## src/rtl/ap_mon_pkg.sv

```systemverilog
// Shared types and constants for the ap_ctrl handshake performance monitor.
// ts_t/cnt_t are the widest supported timestamp/counter types; the RTL uses
// its TS_W/CNT_W parameters (<= 64) and slices LAT_INIT_MIN down to width.
package ap_mon_pkg;

  localparam int TS_W_MAX  = 64;
  localparam int CNT_W_MAX = 64;

  typedef logic [TS_W_MAX-1:0]  ts_t;
  typedef logic [CNT_W_MAX-1:0] cnt_t;

  // Bit positions inside rd_flags
  localparam int FLAG_OVF  = 2;
  localparam int FLAG_UNF  = 1;
  localparam int FLAG_BUSY = 0;

  typedef enum logic {
    CH_IDLE = 1'b0,
    CH_BUSY = 1'b1
  } ch_state_e;

  // min_lat starts at all-ones so the first completion always replaces it
  localparam ts_t LAT_INIT_MIN = '1;

endpackage

```

## src/rtl/ap_ts_fifo.sv

```systemverilog
// Purpose: DEPTH x W circular buffer of start timestamps for one channel.
// Latency: dout shows the oldest entry combinationally; push/pop take effect at the clock edge.
// Backpressure: none; a push into a full FIFO is dropped unless a pop frees a slot in the same cycle.
// Ports: clock/reset; push+din write, pop retires dout; full/empty/count status.
module ap_ts_fifo #(
  parameter int DEPTH = 4,
  parameter int W     = 32
) (
  input  logic                         clock,
  input  logic                         reset,
  input  logic                         push,
  input  logic                         pop,
  input  logic [W-1:0]                 din,
  output logic [W-1:0]                 dout,
  output logic                         full,
  output logic                         empty,
  output logic [$clog2(DEPTH+1)-1:0]   count
);

  localparam int AW = $clog2(DEPTH);
  localparam int CW = $clog2(DEPTH+1);

  logic [W-1:0]  mem [DEPTH];
  logic [AW-1:0] wr_ptr;
  logic [AW-1:0] rd_ptr;
  logic          do_push;
  logic          do_pop;

  assign empty   = (count == '0);
  assign full    = (count == CW'(DEPTH));
  assign do_pop  = pop & ~empty;
  // A pop in the same cycle frees the slot a full-FIFO push needs
  assign do_push = push & (~full | do_pop);
  assign dout    = mem[rd_ptr];

  always_ff @(posedge clock or posedge reset) begin
    if (reset) begin
      wr_ptr <= '0;
      rd_ptr <= '0;
      count  <= '0;
    end else begin
      if (do_push) wr_ptr <= wr_ptr + AW'(1);
      if (do_pop)  rd_ptr <= rd_ptr + AW'(1);
      if (do_push & ~do_pop)      count <= count + CW'(1);
      else if (do_pop & ~do_push) count <= count - CW'(1);
    end
  end

  // Storage needs no reset: the pointers alone define valid contents
  always_ff @(posedge clock) begin
    if (do_push) mem[wr_ptr] <= din;
  end

endmodule

```

## src/rtl/ap_ctrl_perf_monitor.sv

```systemverilog
// Purpose: per-channel ap_ctrl_hs/chain monitor: transaction counts and start-to-done latency (last/min/max).
// Latency: statistics update on the accepting edge; rd_* outputs are registered one cycle after rd_sel.
// Backpressure: passive observer, never stalls the handshake; overflowing starts are counted but not timed.
// Ports: clock, reset (async active-high), finish (freeze), ap_start/ap_ready/ap_done/ap_continue per channel,
//        rd_sel -> rd_start_cnt, rd_done_cnt, rd_last_lat, rd_min_lat, rd_max_lat, rd_inflight, rd_flags, frozen.
// Build option: define AP_MON_STALL_EN to add a per-channel stall counter and the rd_stall_cnt port.
module ap_ctrl_perf_monitor
  import ap_mon_pkg::*;
#(
  parameter int NUM_CH = 1,
  parameter int DEPTH  = 4,
  parameter int TS_W   = 32,
  parameter int CNT_W  = 32,
  localparam int SEL_W = (NUM_CH > 1) ? $clog2(NUM_CH) : 1,
  localparam int IF_W  = $clog2(DEPTH+1)
) (
  input  logic              clock,
  input  logic              reset,
  input  logic              finish,
  input  logic [NUM_CH-1:0] ap_start,
  input  logic [NUM_CH-1:0] ap_ready,
  input  logic [NUM_CH-1:0] ap_done,
  input  logic [NUM_CH-1:0] ap_continue,
  input  logic [SEL_W-1:0]  rd_sel,
  output logic [CNT_W-1:0]  rd_start_cnt,
  output logic [CNT_W-1:0]  rd_done_cnt,
  output logic [TS_W-1:0]   rd_last_lat,
  output logic [TS_W-1:0]   rd_min_lat,
  output logic [TS_W-1:0]   rd_max_lat,
  output logic [IF_W-1:0]   rd_inflight,
  output logic [2:0]        rd_flags,
`ifdef AP_MON_STALL_EN
  output logic [CNT_W-1:0]  rd_stall_cnt,
`endif
  output logic              frozen
);

  localparam logic [TS_W-1:0] MIN_INIT = LAT_INIT_MIN[TS_W-1:0];

  logic [TS_W-1:0] ts;

  logic [CNT_W-1:0] start_cnt_a [NUM_CH];
  logic [CNT_W-1:0] done_cnt_a  [NUM_CH];
  logic [TS_W-1:0]  last_a      [NUM_CH];
  logic [TS_W-1:0]  min_a       [NUM_CH];
  logic [TS_W-1:0]  max_a       [NUM_CH];
  logic [IF_W-1:0]  infl_a      [NUM_CH];
  logic [2:0]       flags_a     [NUM_CH];
`ifdef AP_MON_STALL_EN
  logic [CNT_W-1:0] stall_a     [NUM_CH];
`endif

  // Freeze takes effect from the edge after finish is first seen, so the
  // cycle that raises finish still has its handshakes counted.
  always_ff @(posedge clock or posedge reset) begin
    if (reset) begin
      frozen <= 1'b0;
      ts     <= '0;
    end else begin
      if (finish)  frozen <= 1'b1;
      if (!frozen) ts     <= ts + TS_W'(1);
    end
  end

  for (genvar c = 0; c < NUM_CH; c++) begin : g_ch
    logic             st_acc, dn_acc;
    logic             fifo_push, fifo_pop, fifo_full, fifo_empty;
    logic [TS_W-1:0]  fifo_dout, lat;
    logic [IF_W-1:0]  fifo_count;
    logic             lat_vld;
    logic [CNT_W-1:0] start_cnt, done_cnt;
    logic [TS_W-1:0]  last_lat, min_lat, max_lat;
    logic             ovf, unf;
    logic [2:0]       flags;
    ch_state_e        state, state_nxt;

    assign st_acc = ap_start[c] & ap_ready[c] & ~frozen;
    assign dn_acc = ap_done[c] & ap_continue[c] & ~frozen;

    // Done on an empty FIFO with a same-cycle start pairs with that start
    // directly (latency 0) and leaves the FIFO untouched.
    assign fifo_pop  = dn_acc & ~fifo_empty;
    assign fifo_push = st_acc & ~(dn_acc & fifo_empty);
    assign lat_vld   = dn_acc & (~fifo_empty | st_acc);
    // Modular subtraction gives the right answer across one counter wrap
    assign lat       = fifo_empty ? '0 : (ts - fifo_dout);

    ap_ts_fifo #(.DEPTH(DEPTH), .W(TS_W)) u_fifo (
      .clock (clock),
      .reset (reset),
      .push  (fifo_push),
      .pop   (fifo_pop),
      .din   (ts),
      .dout  (fifo_dout),
      .full  (fifo_full),
      .empty (fifo_empty),
      .count (fifo_count)
    );

    always_ff @(posedge clock or posedge reset) begin
      if (reset) state <= CH_IDLE;
      else       state <= state_nxt;
    end

    always_comb begin
      state_nxt = state;
      case (state)
        CH_IDLE: if (fifo_push) state_nxt = CH_BUSY;
        CH_BUSY: if (fifo_pop && !fifo_push && fifo_count == IF_W'(1)) state_nxt = CH_IDLE;
        default: state_nxt = CH_IDLE;
      endcase
    end

    always_ff @(posedge clock or posedge reset) begin
      if (reset) begin
        start_cnt <= '0;
        done_cnt  <= '0;
        last_lat  <= '0;
        min_lat   <= MIN_INIT;
        max_lat   <= '0;
        ovf       <= 1'b0;
        unf       <= 1'b0;
      end else begin
        if (st_acc) start_cnt <= start_cnt + CNT_W'(1);
        if (dn_acc) done_cnt  <= done_cnt + CNT_W'(1);
        if (lat_vld) begin
          last_lat <= lat;
          if (lat < min_lat) min_lat <= lat;
          if (lat > max_lat) max_lat <= lat;
        end
        // Timestamp is lost only when no pop frees a slot this cycle
        if (fifo_push & fifo_full & ~fifo_pop) ovf <= 1'b1;
        if (dn_acc & fifo_empty & ~st_acc)     unf <= 1'b1;
      end
    end

    always_comb begin
      flags            = '0;
      flags[FLAG_OVF]  = ovf;
      flags[FLAG_UNF]  = unf;
      flags[FLAG_BUSY] = (state == CH_BUSY);
    end

    assign start_cnt_a[c] = start_cnt;
    assign done_cnt_a[c]  = done_cnt;
    assign last_a[c]      = last_lat;
    assign min_a[c]       = min_lat;
    assign max_a[c]       = max_lat;
    assign infl_a[c]      = fifo_count;
    assign flags_a[c]     = flags;

`ifdef AP_MON_STALL_EN
    logic [CNT_W-1:0] stall_cnt;
    always_ff @(posedge clock or posedge reset) begin
      if (reset) stall_cnt <= '0;
      else if (ap_done[c] & ~ap_continue[c] & ~frozen) stall_cnt <= stall_cnt + CNT_W'(1);
    end
    assign stall_a[c] = stall_cnt;
`endif
  end

  // Registered readout; an out-of-range rd_sel matches no channel and reads zeros
  always_ff @(posedge clock or posedge reset) begin
    if (reset) begin
      rd_start_cnt <= '0;
      rd_done_cnt  <= '0;
      rd_last_lat  <= '0;
      rd_min_lat   <= MIN_INIT;
      rd_max_lat   <= '0;
      rd_inflight  <= '0;
      rd_flags     <= '0;
`ifdef AP_MON_STALL_EN
      rd_stall_cnt <= '0;
`endif
    end else begin
      rd_start_cnt <= '0;
      rd_done_cnt  <= '0;
      rd_last_lat  <= '0;
      rd_min_lat   <= '0;
      rd_max_lat   <= '0;
      rd_inflight  <= '0;
      rd_flags     <= '0;
`ifdef AP_MON_STALL_EN
      rd_stall_cnt <= '0;
`endif
      for (int c = 0; c < NUM_CH; c++) begin
        if (rd_sel == SEL_W'(c)) begin
          rd_start_cnt <= start_cnt_a[c];
          rd_done_cnt  <= done_cnt_a[c];
          rd_last_lat  <= last_a[c];
          rd_min_lat   <= min_a[c];
          rd_max_lat   <= max_a[c];
          rd_inflight  <= infl_a[c];
          rd_flags     <= flags_a[c];
`ifdef AP_MON_STALL_EN
          rd_stall_cnt <= stall_a[c];
`endif
        end
      end
    end
  end

endmodule

```

## config.mk

```make
export PLATFORM = sky130hd
export DESIGN_NAME = ap_ctrl_perf_monitor
export DESIGN_NICKNAME = d
export VERILOG_FILES = /design/src/rtl/ap_mon_pkg.sv /design/src/rtl/ap_ts_fifo.sv /design/src/rtl/ap_ctrl_perf_monitor.sv
export SDC_FILE = /design/constraint.sdc
export NUM_CORES = 1
export LEC_CHECK = 0
export ABC_AREA = 1
export CORE_UTILIZATION = 53
export CTS_CLUSTER_DIAMETER = 200
export DETAILED_ROUTE_END_ITERATION = 8
export PLACE_DENSITY = 0.73
export SYNTH_ARGS = -nofsm -noshare
export SYNTH_HDL_FRONTEND = slang
export SYNTH_SLANG_ARGS = --single-unit
```

## constraint.sdc

```tcl
create_clock -name clock -period 13.75 [get_ports clock]
set_input_delay 4.125 -clock clock [delete_from_list [all_inputs] [get_ports clock]]
set_output_delay 4.125 -clock clock [all_outputs]
set_load 0.01 [all_outputs]
```

==> flow_summary.toml, run 1 <==
[finish]
drive_gt1_frac = 0.0732
design_area_um2 = 27000
syn_to_final_growth_pct = 17.3
utilization = 0.636
nets = 2770
diodes = 0
fin_cells = 3270

[critical_path]
crit_path_end_kind = "flop"
rr_startpoint = "g_ch[0].u_fifo.rd_ptr[0]"
slowest_delay_ns = 0.87
crit_path_top_delay_cell = "inv_2"
crit_path_frequent_cell = "nand2_1"
ff2ff_setup_slack_ns = 7.26
crit_start = "g_ch[0].u_fifo.rd_ptr[0]"
cp.required_ns = 14.26
cp-endpoint = "g_ch[0].min_lat[8]"
r2r_cells = 21
worstReg2RegEnd = "g_ch[0].min_lat[8]"
crit_fanout = 67
path_cells = "buf_4 > inv_2 > nand2_1 > a32o_1 > ha_1 > nand2_1 > nor2_1 > and2_1 > nand3_1 > nand4_1 > nand2_1 > nor2_1 > ha_1 > a21oi_1 > nor2_1 > a211oi_1 > o21ai_0 > a21oi_4 > nand2_4 > nand2_1 > nand2_1"
crit_path_start_kind = "flop"
cp.arrival_ns = 7.00
path_class = "flop to flop"

[floorplanning]
core_area_um2 = 42400
die-area_um2 = 44300
die_h_um = 210
die_w_um = 210
rows = 75
start_util = 0.542
ios = 175

[drt]
wl_per_cell_um = 15.9
viasPerCell = 5.12
drc = 0
drtIter0Drc = 1364
routed_wl_mm = 52.0
drtPass1Iterations = 6
antenna_left = 0
vias = 16758

[sta]
worst_pin_slew_ns = 1.14
hold_viol = 0
rsz0062_at_grt = "no"
period_minus_slack_ns = 6.49
setup_viol = 0
setup_ws_ns = 7.26
skew_ns = 0.0178
finalCritPeriodShare = 0.472
slew_headroom = 0.238
fin_setup_tns_ns = 0
fmax_mhz = 154
drv_slew = 0

[power_and_ir_drop]
powerDensity_nw_per_um2 = 126
max-vdd-ir-drop_mv = 0.0857
p_leak_nw = 12.8

[clock_network]
clock_path_buffers = 3
path_clk_slew_ns = 0.06
cts_sinks = 497
cts_hold_buf = 0
tritoncts = "built"
clk_latency_ns = 0.59
cts_resized = 0
htreeDepth = 2
cts_buffers = 49
post-cts-setup-buffers = 0
root_buffer = "clkbuf_16"

[synthesis]
synth_common_cells = "nand2_1, inv_1, dfrtp_1"
muxShareOfSynthArea = 0
synth_most_common_cell = "nand2_1"
synth_top_family_by_area = "simple AND/OR/NAND/NOR gates"
synth_xor_area_frac = 0.0384
ys_types = 51
synth_top_area_share = 0.332
ys_async_sr_fraction = 0.742
synth_compound_gate_area_share = 0.0533
netlist_area_um2 = 23000
synth_top_flop_cell = "dfrtp_1"
yosys.area.top_type = "dfrtp_1"
ys_seq_elements = 497
avgSynthCellArea_um2 = 9.29
ys_top_cells_by_area = "dfrtp_1, edfxtp_1, nand2_1"
synthSimpleGateAreaFrac = 0.204
ys_seq_area_frac = 0.572
synth_warnings = 0
synth.net_count = 2594
synth_cells = 2478
synth-edff-count = 128
synthAdderAreaFrac = 0.0591

[global_routing]
grt_usage = 0.243
grt_overflow = 0
grt_first_pass_wirelength_mm = 85.5
grt_pass1_vias = 16639
antenna_found_initial = 0
grt_max_degree = 176

[placement]
place_congestion = 0.912
place_inst = 3180
dpl_cell_area_um2 = 25300
pre_cts_slack_ns = 6.97
dp_hpwl_mm = 37.4
port_buffers = 174

[run_status]
status = "complete, no violations"

[min_path]
hp-class = "flop to flop"

[job]
maxCapViolCount = 0
==> sequential cells by signal, indices dropped and copies added, names as in the netlist, 2 cells and up <==
signal and count:
done_cnt_a 32, g_ch.last_lat 32, g_ch.max_lat 32, g_ch.min_lat 32, g_ch.start_cnt 32, g_ch.u_fifo.count 3
g_ch.u_fifo.mem 128, g_ch.u_fifo.rd_ptr 2, g_ch.u_fifo.wr_ptr 2, rd_done_cnt 32, rd_flags 3, rd_inflight 3
rd_last_lat 32, rd_max_lat 32, rd_min_lat 32, rd_start_cnt 32, ts 32
==> per-stage QoR <==
stage | power (W) | hold WS [ns]
detailed placement | 0.00205 | 0.450
floorplan | 0.00189 | 0.424
global placement | 0.00204 | 0.442
finish | 0.00340 | 0.459
global route | 0.00355 | 0.483
CTS | 0.00342 | 0.459
==> area by class of cell <==
type / instances / area [um2]
multi-input cells: 1548 / 8170
clock buffers: 73 / 1460
well taps: 577 / 722
repair buffers: 186 / 1840
clock inverters: 17 / 221
inverters: 372 / 1410
fillers: 3512 / 15400
flip-flops and latches: 497 / 13200
==> worst max-delay path, delay by kind of cell, from the launching register on <==
kind | cells | cell delay, ns
buffers and inverters | 2 | 1.20
and+or+nand+nor | 12 | 2.30
DFF | 1 | 0.39
AOI/OAI and AO/OA | 5 | 1.66
adders and majority gates | 2 | 0.79
==> power breakdown <==
group / internal (W) / total [W] / leakage, nW / switching, W
clock: 0.000814 / 0.00137 / 0.820 / 0.000561
sequential: 0.00155 / 0.00157 / 5.73 / 0.0000209
combinational: 0.000155 / 0.000451 / 6.29 / 0.000296
total: 0.00252 / 0.00340 / 12.8 / 0.000878
==> cells by family (layout without fill, tap and decap cells) <==
group / Yosys count / after routing
buffers and inverters: 433 / 648
XOR/XNOR: 101 / 101
adder cells (fa/ha/maj): 108 / 108
flip-flops: 497 / 497
AO/OA/AOI/OAI: 202 / 202
AND/OR/NAND/NOR: 1137 / 1137
==> worst min path at each step <==
stage / endpoint / cells past startpoint / slack [ns] / startpoint
after global routing: g_ch[0].min_lat[23] / 2 / 0.48 / g_ch[0].min_lat[23]
after CTS: rd_min_lat[0] / 2 / 0.46 / g_ch[0].min_lat[0]
after detailed placement: g_ch[0].unf / 2 / 0.45 / g_ch[0].unf
after global placement: g_ch[0].ovf / 2 / 0.44 / g_ch[0].ovf
after floorplan: g_ch[0].ovf / 2 / 0.42 / g_ch[0].ovf
final: rd_min_lat[0] / 2 / 0.46 / g_ch[0].min_lat[0]
==> layer usage <==
metal	GRT usage	routed length, um	vias up
li1	-	-	8177
met1	0.335	23300	8023
met2	0.397	24800	473
met3	0.0305	2650	85
met4	0.0836	1300	0
met5	0	0	-
==> cells in the final DEF, fill, tap and decap left out, types with 23 or more instances in the layout <==
cell / count
nand2_1: 647
inv_1: 366
dfrtp_1: 304
nor2_1: 299
clkdlybuf4s50_1: 173
edfxtp_1: 128
ha_1: 107
a21oi_1: 90
nand3_1: 88
xor2_1: 88
dfstp_2: 64
o21ai_0: 62
clkbuf_16: 52
a32o_1: 29
nor3_1: 27
nand4_1: 23
(Power assumes the default switching activity.)
==> inputs of run 2 (changes only) <==
- CORE_UTILIZATION: 53 -> 59
- PLACE_DENSITY: 0.73 -> 0.77
- clock period: 13.75 -> 6 ns (I/O delays scaled with it)
==> run 2 against run 1 <==
Against the previous run: clock power grew 130%; die area decreased by 10%; final area grew 0.41%; setup slack lost 6.6 ns; combinational power up 140%; core utilization is 7.6 points higher; total power is 130% higher; clock skew shrank 0.0034 ns; sequential power increased by 130%; critical path type unchanged; critical endpoint is now g_ch[0].min_lat[7]; highest routed layer unchanged.
==> flow_summary.toml, run 2 (same netlist as run 1, synthesis figures left out) <==
[drt]
wl_per_cell_um = 16.5
viasPerCell = 5.26
vias = 16945
drc = 0
routed_wl_mm = 53.2
drtPass1Iterations = 5
drtIter0Drc = 1335
antenna_left = 0

[finish]
syn_to_final_growth_pct = 17.8
diodes = 0
final_common_cell = "nand2_1"
drive_gt1_frac = 0.0830
nets = 2787
fin_cells = 3222
utilization = 0.713
top_register = "g_ch.u_fifo.mem"
layout_common_cells = "nand2_1, inv_1, dfrtp_1"
largest_register_ffs = 128

[sta]
rsz0062_at_grt = "no"
slew_headroom = 0.504
finalCritPeriodShare = 0.881
setup_viol = 0
fmax_mhz = 189
drv_slew = 0
hold_viol = 0
skew_ns = 0.0145
setup_ws_ns = 0.712
worst_pin_slew_ns = 0.744
fin_setup_tns_ns = 0
period_minus_slack_ns = 5.29

[global_routing]
grt_first_pass_wirelength_mm = 84.9
antenna_found_initial = 0
grt_overflow = 0
grt_usage = 0.274
grt_max_degree = 130
grt_pass1_vias = 16531

[power_and_ir_drop]
p_int_w = 0.00586
p_leak_nw = 13.0
powerDensity_nw_per_um2 = 291
max-vdd-ir-drop_mv = 0.366
switching_share = 0.258
clockPowerShare = 0.407
switchingPower_w = 0.00203
pwr-share-seq = 0.457
p_comb_frac = 0.136

[critical_path]
slowest_delay_ns = 0.58
crit_path_frequent_cell = "nand2_1"
cpLargestDelayFamily = "simple AND/OR/NAND/NOR gates"
crit_fanout = 66
crit_path_end_kind = "flop"
crit_path_top_delay_cell = "buf_4"
crit_path_start_kind = "flop"
cp.required_ns = 6.52
cp.arrival_ns = 5.81
critical_path_buf_inv_count = 1
path_cells = "buf_4 > nand2_1 > a32o_1 > ha_1 > nand2_1 > nor2_1 > and2_1 > nand3_1 > nand4_1 > nand2_1 > nor2_1 > ha_1 > a21oi_1 > nor2_1 > a211oi_1 > o21ai_0 > a21oi_4 > nand2_4 > nand2_1 > nand2_1"
path_class = "flop to flop"

[clock_network]
cts_resized = 0
post-cts-setup-buffers = 0
cts_hold_buf = 0
path_clk_slew_ns = 0.06
tritoncts = "built"
root_buffer = "clkbuf_16"
clock_path_buffers = 3
clk_latency_ns = 0.59
cts_buffers = 49
htreeDepth = 2
cts_sinks = 497

[min_path]
hp-class = "flop to flop"

[placement]
pre_cts_slack_ns = 0.851
dp_hpwl_mm = 37.8
port_buffers = 174
place_inst = 3131
place_congestion = 0.888

[floorplanning]
die-area_um2 = 39800
start_util = 0.605
die_h_um = 199
rows = 71
die_w_um = 199
ios = 175
core_area_um2 = 38000

[run_status]
status = "complete, no violations"

[job]
maxCapViolCount = 0
## run 2: power groups by stage
stage	Clock (W)	Sequential (W)	Combinational [W]
after detailed placement	0	0.00367	0.00106
after global placement	0	0.00367	0.00103
final	0.00321	0.00361	0.00107
after floorplan	0	0.00368	0.000649
after CTS	0.00326	0.00361	0.00107
after global routing	0.00340	0.00361	0.00120
## run 2: final cells by class
class                      instances  area [um2]
tap                              511         639
sequential                       497       13200
clock inverter                    25         302
clock buffer                      66        1420
timing repair buffer             203        1990
inverter                         372        1410
fill                            2820       10900
multi-input combinational       1548        8170
## run 2: routing by layer
layer,up-vias,share of wire,wire length (um),global-route usage
met5,-,0,0,0
met4,0,0.023,1200,0.0865
met3,86,0.051,2690,0.0339
met2,484,0.48,25600,0.449
met1,8169,0.45,23700,0.381
li1,8206,-,-,-
## run 2: path summary, 6_finish.rpt
check	end	slack, ns	cells after the start	start
setup reg to reg	g_ch[0].min_lat[7]	0.71	20	g_ch[0].u_fifo.rd_ptr[0]
hold reg to reg	g_ch[0].ovf	0.46	2	g_ch[0].ovf
setup / recovery	g_ch[0].min_lat[7]	0.71	20	g_ch[0].u_fifo.rd_ptr[0]
max in group asynchronous	g_ch[0].max_lat[12]	3.39	3	reset
min in group asynchronous	g_ch[0].last_lat[23]	1.61	2	reset
hold / removal	g_ch[0].ovf	0.46	2	g_ch[0].ovf
## run 2: through the flow
| stage | hold slack [ns] | cell area [um2] | power [W] |
|---|---|---|---|
| final | 0.458 | 27100 | 0.00789 |
| after global routing | 0.469 | 27100 | 0.00822 |
| after CTS | 0.459 | 27100 | 0.00794 |
| after detailed placement | 0.444 | 25400 | 0.00473 |
| after global placement | 0.440 | 25400 | 0.00469 |
| after floorplan | 0.424 | 23000 | 0.00433 |
## run 2: tightest hold or removal path: cells and delay by family, from the launching register on
family                 cells  cell delay (ns)
DFF                        1             0.33
buffers and inverters      1             0.05
AOI/OAI and AO/OA          1             0.05
==> inputs of run 3 (changes only) <==
- CORE_UTILIZATION: 59 -> 45
- PLACE_DENSITY: 0.77 -> 0.61
==> run 3 against run 2 <==
Against the previous run: clock skew increased by 0.023 ns; critical path type unchanged; count of clock-buffer cells in the layout increased by 7; setup slack better by 0.13 ns; clock power rose by 6%; core utilization down 16 points; sequential power about the same.
==> flow_summary.toml, run 3 (same netlist as run 1, synthesis figures left out) <==
[finish]
syn_to_final_growth_pct = 19.9
diodes = 0
top_register = "g_ch.u_fifo.mem"
nets = 2807
drive_gt1_frac = 0.0903
final_common_cell = "nand2_1"
largest_register_ffs = 128
layout_common_cells = "nand2_1, inv_1, dfrtp_1"

[placement]
port_buffers = 174
pre_cts_slack_ns = 0.928
dp_hpwl_mm = 39.4
place_congestion = 0.886

[clock_network]
cts_resized = 0
root_buffer = "clkbuf_16"
clk_latency_ns = 0.62
htreeDepth = 2
clock_path_buffers = 3
post-cts-setup-buffers = 0
cts_buffers = 52
cts_sinks = 497
path_clk_slew_ns = 0.06
cts_hold_buf = 0
tritoncts = "built"

[power_and_ir_drop]
fin_total_pwr_w = 0.00815
clockPowerShare = 0.418
p_int_w = 0.00603
switching_share = 0.260
pwr-share-seq = 0.443
max-vdd-ir-drop_mv = 0.229
p_leak_nw = 13.1
powerDensity_nw_per_um2 = 295
p_comb_frac = 0.139
switchingPower_w = 0.00212

[floorplanning]
die-area_um2 = 52000
die_h_um = 228
die_w_um = 228
core_area_um2 = 50300
start_util = 0.458
ios = 175
rows = 82

[critical_path]
cp.required_ns = 6.53
crit_path_end_kind = "flop"
crit_fanout = 35
path_class = "flop to flop"
cp.arrival_ns = 5.69
crit_path_start_kind = "flop"
slowest_delay_ns = 0.78
crit_path_frequent_cell = "nand2_1"
crit_path_top_delay_cell = "inv_1"

[sta]
hold_viol = 0
skew_ns = 0.0371
drv_slew = 0
setup_ws_ns = 0.843
slew_headroom = 0.285
period_minus_slack_ns = 5.16
rsz0062_at_grt = "no"
fmax_mhz = 194
fin_setup_tns_ns = 0
finalCritPeriodShare = 0.860
setup_viol = 0
worst_pin_slew_ns = 1.07
holdWs_ns = 0.461

[global_routing]
grt_max_degree = 131
grt_usage = 0.215
antenna_found_initial = 0
grt_first_pass_wirelength_mm = 89.8
grt_pass1_vias = 16923
grt_overflow = 0

[drt]
wl_per_cell_um = 16.0
drtPass1Iterations = 5
drc = 0
routed_wl_mm = 54.4
viasPerCell = 4.90
antenna_left = 0
vias = 16695
drtIter0Drc = 1139

[min_path]
hp-class = "flop to flop"

[run_status]
status = "complete, no violations"

[job]
maxCapViolCount = 0
[run 3: cell types whose count changed in the layout (fill, tap and decap cells not counted), moves of 3 or more]
cell       previous run  this run
buf_4                27        42
clkbuf_1              5         8
clkbuf_16            50        53
clkinv_2             11         7
clkinv_4              0         6
[run 3: final cells by class]
type | instances | area, um2
Fill cell | 4568 | 22700
Sequential cell | 497 | 13200
Multi-Input combinational cell | 1548 | 8170
Timing Repair Buffer | 220 | 2150
Clock buffer | 73 | 1520
Inverter | 372 | 1410
Tap cell | 672 | 841
Clock inverter | 25 | 345
[run 3: final timing paths]
path	startpoint	cells after the start	to	slack [ns]
setup / recovery	g_ch[0].u_fifo.rd_ptr[1]	25	g_ch[0].max_lat[28]	0.84
hold / removal	g_ch[0].min_lat[18]	2	g_ch[0].min_lat[18]	0.46
setup reg to reg	g_ch[0].u_fifo.rd_ptr[1]	25	g_ch[0].max_lat[28]	0.84
hold reg to reg	g_ch[0].min_lat[18]	2	g_ch[0].min_lat[18]	0.46
max in group asynchronous	reset	3	rd_last_lat[11]	3.16
min in group asynchronous	reset	2	rd_start_cnt[28]	1.71
[run 3: critical path: cells and delay by family (launching register included)]
kind,cells,cell delay [ns]
simple gates,12,1.29
fa+ha+maj,2,0.66
compound gates,6,1.12
buf+inv,5,1.60
flops,1,0.40
[run 3: power groups by stage]
stage	Sequential [W]	Clock [W]	Combinational, W
6_report	0.00361	0.00341	0.00114
5_1_grt	0.00362	0.00363	0.00128
4_1_cts	0.00361	0.00348	0.00115
3_5_place_dp	0.00367	0	0.00114
3_3_place_gp	0.00367	0	0.00111
2_1_floorplan	0.00368	0	0.000649
[run 3: metrics by stage]
step,cell area [um2],std cells,utilization
floorplan,23000,2478,-
global placement,25700,3309,0.512
CTS,27600,3407,0.549
detailed placement,25700,3309,0.512
finish,27600,3407,0.549
global route,27600,3407,0.549
[run 3: metal layers]
| metal | up-vias | routed length [um] | part of all wire | GRT usage |
|---|---|---|---|---|
| met3 | 71 | 1920 | 0.035 | 0.0285 |
| met4 | 0 | 1030 | 0.019 | 0.0537 |
| met5 | - | 0 | 0 | 0 |
| met2 | 308 | 25900 | 0.48 | 0.347 |
| met1 | 8053 | 25600 | 0.47 | 0.307 |
| li1 | 8263 | - | - | - |
